## config.mk

```make
export PLATFORM = sky130hd
export DESIGN_NAME = soc_timer_bank_flat
export DESIGN_NICKNAME = d
export VERILOG_FILES = /design/src/rtl/soc_timer_bank_if.sv /design/src/rtl/soc_timer_bank.sv /design/src/flat_wrapper.sv
export SDC_FILE = /design/constraint.sdc
export NUM_CORES = 1
export LEC_CHECK = 0
export CAP_MARGIN = 20
export CORE_MARGIN = 8
export CORE_UTILIZATION = 60
export CTS_BUF_LIST = sky130_fd_sc_hd__clkbuf_16
export DETAILED_ROUTE_END_ITERATION = 6
export PLACE_DENSITY = 0.78
export SYNTH_ARGS = -nofsm -noshare
export SYNTH_HDL_FRONTEND = slang
export SYNTH_SLANG_ARGS = --single-unit
export TNS_END_PERCENT = 20
```

## constraint.sdc

```tcl
create_clock -name clk -period 21.2 [get_ports clk]
set_clock_uncertainty 0.2 [all_clocks]
set_input_delay 5.3 -clock clk [delete_from_list [all_inputs] [get_ports clk]]
set_output_delay 5.3 -clock clk [all_outputs]
set_load 0.03 [all_outputs]
```

## src/rtl/soc_timer_bank_if.sv

```systemverilog
// Port B device bus between the CPU data port and the timer bank.
interface soc_timer_bank_if;
    logic [31:0] addr_b;
    logic [31:0] data_b_in;
    logic        data_b_we;
    logic [31:0] data_b;
    logic        strobe_b;

    modport master (
        output addr_b, data_b_in, data_b_we,
        input  data_b, strobe_b
    );

    modport slave (
        input  addr_b, data_b_in, data_b_we,
        output data_b, strobe_b
    );
endinterface

```

## src/rtl/soc_timer_bank.sv

```systemverilog
// Multi-channel down-counting timer bank with shared prescaler on the port B bus.
// Optional macro TIMER_REGISTERED_OUT_EN registers data_b/strobe_b (one-cycle read latency).
module soc_timer_bank #(
    parameter logic [31:0] BASE_ADDR = 32'd65560,
    parameter int          NCHAN     = 4,
    parameter int          CNT_WIDTH = 32,
    parameter int          PRE_WIDTH = 16
) (
    input  logic             clk,
    input  logic             rst,
    soc_timer_bank_if.slave  bus,
    output logic [NCHAN-1:0] irq
);

    localparam logic [31:0] WIN_WORDS = 32'(4 * NCHAN + 1);
    localparam logic [31:0] PRESC_OFF = 32'(4 * NCHAN);

    logic [31:0] off;
    logic        in_win;
    logic        is_presc;
    logic        wr;
    logic [29:0] sel_ch;
    logic [1:0]  sel_reg;

    assign off      = bus.addr_b - BASE_ADDR;
    assign in_win   = (bus.addr_b >= BASE_ADDR) && (off < WIN_WORDS);
    assign is_presc = (off == PRESC_OFF);
    assign wr       = in_win && bus.data_b_we;
    assign sel_ch   = off[31:2];
    assign sel_reg  = off[1:0];

    logic [PRE_WIDTH-1:0] presc;
    logic [PRE_WIDTH-1:0] pc;
    logic                 tick;

    assign tick = (pc == presc);

    always_ff @(posedge clk) begin
        if (!rst) begin
            presc <= '0;
            pc    <= '0;
        end else if (wr && is_presc) begin
            presc <= bus.data_b_in[PRE_WIDTH-1:0];
            pc    <= '0;
        end else if (tick) begin
            pc <= '0;
        end else begin
            pc <= pc + PRE_WIDTH'(1);
        end
    end

    logic [NCHAN-1:0]     en;
    logic [NCHAN-1:0]     auto_rl;
    logic [NCHAN-1:0]     ie;
    logic [NCHAN-1:0]     expd;
    logic [CNT_WIDTH-1:0] count  [NCHAN];
    logic [CNT_WIDTH-1:0] period [NCHAN];

    logic [NCHAN-1:0] wr_ctrl;
    logic [NCHAN-1:0] wr_count;
    logic [NCHAN-1:0] wr_period;
    logic [NCHAN-1:0] wr_status;
    logic [NCHAN-1:0] expire;

    always_comb begin
        wr_ctrl   = '0;
        wr_count  = '0;
        wr_period = '0;
        wr_status = '0;
        expire    = '0;
        for (int i = 0; i < NCHAN; i++) begin
            if (wr && !is_presc && (sel_ch == 30'(i))) begin
                case (sel_reg)
                    2'd0:    wr_ctrl[i]   = 1'b1;
                    2'd1:    wr_count[i]  = 1'b1;
                    2'd2:    wr_period[i] = 1'b1;
                    default: wr_status[i] = 1'b1;
                endcase
            end
            expire[i] = tick && en[i] && (count[i] == '0);
        end
    end

    // Priorities: COUNT write beats decrement/reload, expiry set beats STATUS clear,
    // CTRL write beats the one-shot auto-disable.
    always_ff @(posedge clk) begin
        if (!rst) begin
            en      <= '0;
            auto_rl <= '0;
            ie      <= '0;
            expd    <= '0;
            irq     <= '0;
            for (int i = 0; i < NCHAN; i++) begin
                count[i]  <= '0;
                period[i] <= '0;
            end
        end else begin
            for (int i = 0; i < NCHAN; i++) begin
                if (wr_ctrl[i]) begin
                    en[i]      <= bus.data_b_in[0];
                    auto_rl[i] <= bus.data_b_in[1];
                    ie[i]      <= bus.data_b_in[2];
                end else if (expire[i] && !auto_rl[i]) begin
                    en[i] <= 1'b0;
                end

                if (wr_count[i]) begin
                    count[i] <= bus.data_b_in[CNT_WIDTH-1:0];
                end else if (tick && en[i]) begin
                    if (count[i] != '0)
                        count[i] <= count[i] - CNT_WIDTH'(1);
                    else if (auto_rl[i])
                        count[i] <= period[i];
                end

                if (wr_period[i])
                    period[i] <= bus.data_b_in[CNT_WIDTH-1:0];

                if (expire[i])
                    expd[i] <= 1'b1;
                else if (wr_status[i] && bus.data_b_in[0])
                    expd[i] <= 1'b0;

                irq[i] <= expd[i] & ie[i];
            end
        end
    end

    logic [31:0] rd_val;

    always_comb begin
        rd_val = '0;
        if (in_win) begin
            if (is_presc) begin
                rd_val = 32'(presc);
            end else begin
                for (int i = 0; i < NCHAN; i++) begin
                    if (sel_ch == 30'(i)) begin
                        case (sel_reg)
                            2'd0:    rd_val = {29'b0, ie[i], auto_rl[i], en[i]};
                            2'd1:    rd_val = 32'(count[i]);
                            2'd2:    rd_val = 32'(period[i]);
                            default: rd_val = {31'b0, expd[i]};
                        endcase
                    end
                end
            end
        end
    end

`ifdef TIMER_REGISTERED_OUT_EN
    logic [31:0] data_q;
    logic        strobe_q;

    always_ff @(posedge clk) begin
        if (!rst) begin
            data_q   <= '0;
            strobe_q <= 1'b0;
        end else begin
            data_q   <= rd_val;
            strobe_q <= in_win;
        end
    end

    assign bus.data_b   = data_q;
    assign bus.strobe_b = strobe_q;
`else
    assign bus.data_b   = rd_val;
    assign bus.strobe_b = in_win;
`endif

endmodule
```

## src/flat_wrapper.sv

```systemverilog
// flat-port wrapper written by rule: the top's interface ports become plain ports
module soc_timer_bank_flat 
#(
    parameter logic [31:0] BASE_ADDR = 32'd65560,
    parameter int          NCHAN     = 4,
    parameter int          CNT_WIDTH = 32,
    parameter int          PRE_WIDTH = 16
)
  (clk, rst, irq, bus_addr_b, bus_data_b_in, bus_data_b_we, bus_data_b, bus_strobe_b);
  soc_timer_bank_if bus_i ();
  input  logic clk;
  input  logic rst;
  output logic [NCHAN-1:0] irq;
  input wire logic [$bits(bus_i.addr_b)-1:0] bus_addr_b;
  input wire logic [$bits(bus_i.data_b_in)-1:0] bus_data_b_in;
  input wire logic [$bits(bus_i.data_b_we)-1:0] bus_data_b_we;
  output wire logic [$bits(bus_i.data_b)-1:0] bus_data_b;
  output wire logic [$bits(bus_i.strobe_b)-1:0] bus_strobe_b;
  assign bus_i.addr_b = bus_addr_b;
  assign bus_i.data_b_in = bus_data_b_in;
  assign bus_i.data_b_we = bus_data_b_we;
  assign bus_data_b = bus_i.data_b;
  assign bus_strobe_b = bus_i.strobe_b;
  soc_timer_bank #(.BASE_ADDR(BASE_ADDR), .NCHAN(NCHAN), .CNT_WIDTH(CNT_WIDTH), .PRE_WIDTH(PRE_WIDTH)) u_core (.clk(clk), .rst(rst), .bus(bus_i), .irq(irq));
endmodule
```

==> impl_metrics.tcl <==
set metrics [dict create \
    start_kind "primary input" \
    area_growth_pct 14.3 \
    layout.nets 2035 \
    die_w_um 193 \
    maxCapViolCount 0 \
    core_area_sq_um 30700 \
    cts_tree "built" \
    slew_violations 0 \
    slowest_delay_ps 760 \
    path_cells "clkdlybuf4s50_1, nor3_1, a41o_1, or3b_1, a221oi_2, and4_1, nand4_1, nor2_1, buf_6, a21oi_1, a21oi_1, clkdlybuf4s50_1" \
    io_buffers 103 \
    yosys-top-cells-area "edfxtp_1 41%, dfxtp_1 5.6%, a22oi_1 5.2%, and2_1 4.5%, mux2i_1 4.3%" \
    via_per_inst 7.03 \
    dr_total_vias 16800 \
    grt_setup_unrepaired "no" \
    cts.path.max_buffers 3 \
    critPathSlowestCell "nor2_1" \
    grt_use_total 0.328 \
    p_per_area_nw_per_um2 67.8 \
    ctsResizeCount 0 \
    crit_type "primary input to primary output" \
    synth_cell_types 78 \
    synth_edf_count 256 \
    dr.first_iter.drc_count 2615 \
    postRouteAntennaNets 0 \
    tightest_slew_ps 1110 \
    p_leak_nw 7.47 \
    synthesis.nets 1984 \
    required_ps 15700 \
    yosysMostFrequentCell "edfxtp_1" \
    grt_pass1_vias 16000 \
    peakVddDrop_v 0.0000695 \
    rows 64 \
    postCtsSetupBuffers 0 \
    hold_buffers 0 \
    final-hold-violation-count 0 \
    dpl.hpwl_um 41700 \
    layout-drive-gt1-share 0.0744 \
    yosysWarnings 0 \
    die_y_um 193 \
    drt-wirelength-per-cell_um 26.0 \
    grt_pass1_wl_um 94800 \
    yosysSeqAreaShare 0.466 \
    synthArstFlopShare 0 \
    pin_count 104 \
    grt_max_degree 83 \
    clock-sinks 308 \
    run_status "complete, no violations" \
    period_minus_slack_ps 16020 \
    yosysTopAreaCell "edfxtp_1" \
    clk_pin_slew_worst_paths_ps 60 \
    finalSetupTns_ps 0 \
    worstPathArrival_ps 10520 \
    gr-total-overflow 0 \
    max_freq_ghz 0.0624 \
    antenna_found_initial 0 \
    syn_area_sq_um 18700 \
    worstSetupEndpointType "primary output" \
    clk_latency_ps 530 \
    htreeDepth 2 \
    synth_top_flop_cell "edfxtp_1" \
    start_util 0.611 \
    drt_wl_total_um 62100 \
    synth_seq_cells 308 \
    place_congestion 0.932 \
    syn_inst 1911 \
    setup_viol 0 \
    dieArea_sq_um 37200 \
    hold_class "flip-flop to flip-flop" \
    synthDominantCellAreaShare 0.410 \
    postSynthAreaPerCell_sq_um 9.81 \
    period_share 0.756 \
    whs_ps 294 \
    relSlewSlack 0.259 \
    cp_max_fo 13 \
    route.detailed.drc 0 \
    numCtsBuffers 37 \
    dr.pass1.iters 6 \
    yosys-top-cells-count "256 x edfxtp_1, 182 x nor2_1, 144 x o21ai_0" \
    root_buffer "clkbuf_16" \
]
## worst max-delay path: cells and delay by family
family | cells | cell delay (ps)
compound gates | 4 | 990
buf+inv | 3 | 1470
simple gates | 5 | 2740
## placed cells by master, fill, tap and decap left out, types with 37 or more instances in the layout
master,n
a21oi_1,41
a221o_1,47
a22oi_1,129
and2_1,135
buf_4,41
clkbuf_16,37
clkdlybuf4s50_1,101
dfxtp_1,52
edfxtp_1,256
mux2i_1,81
nand2_1,140
nor2_1,182
nor3_1,64
o21ai_0,142
xnor2_1,65
xor2_1,75
## power breakdown
part,switching (W),leakage [nW],internal (W),total (W)
Clock,0.000256,0.605,0.000366,0.000623
Combinational,0.0000810,4.01,0.0000442,0.000125
Sequential,0.0000249,2.85,0.000680,0.000705
## cells by family after synthesis
family          share of synthesized area
xor+xnor                           0.0654
simple gates                        0.199
mux                                0.0535
compound gates                      0.180
fa+ha+maj                         0.00400
flops                               0.466
buf+inv                            0.0327
## worst paths after layout
check | startpoint | to | slack, ps | cells past startpoint
worst max register to register | u_core.count[2][0]$_SDFFCE_PN0P_ | u_core.count[2][28]$_SDFFCE_PN0P_ | 16180 | 12
worst min register to register | u_core.pc[0]$_SDFF_PP0_ | u_core.pc[0]$_SDFF_PP0_ | 290 | 1
worst min-delay path | u_core.pc[0]$_SDFF_PP0_ | u_core.pc[0]$_SDFF_PP0_ | 290 | 1
worst max-delay path | bus_addr_b[6] | bus_data_b[9] | 5180 | 12
## sequential cells by signal (all words and copies together), names as in the netlist
name / cells
u_core.ie: 4
u_core.irq: 4
u_core.presc: 16
u_core.period: 128
u_core.expd: 4
u_core.count: 128
u_core.pc: 16
u_core.auto_rl: 4
u_core.en: 4
## stage by stage
stage	power [W]	utilization	instance area, sq um	setup WS (ps)	cells
2_1_floorplan	0.000778	-	18700	7010	1911
4_1_cts	0.00145	0.696	21400	4990	2382
3_5_place_dp	0.000835	0.658	20200	5020	2315
5_1_grt	0.00149	0.699	21400	5040	2386
6_report	0.00145	0.699	21400	5180	2387
3_3_place_gp	0.000832	0.658	20200	5260	2315
## layout make-up
cell class              count  area (sq um)
clock buffers              37           926
multi-input cells        1446          9560
fillers                  2313          9240
well taps                 396           495
clock inverters            30           238
diodes                      1          2.50
inverters                  21          78.8
repair buffers            148          1410
flip-flops and latches    308          8730
## per-layer routing
metal | vias up | share of wire | GRT usage
li1 | 7323 | - | -
met3 | 172 | 0.14 | 0.0898
met1 | 8042 | 0.39 | 0.449
met5 | - | 0 | 0
met2 | 1240 | 0.44 | 0.493
met4 | 0 | 0.035 | 0.123
(Power assumes the default switching activity.)
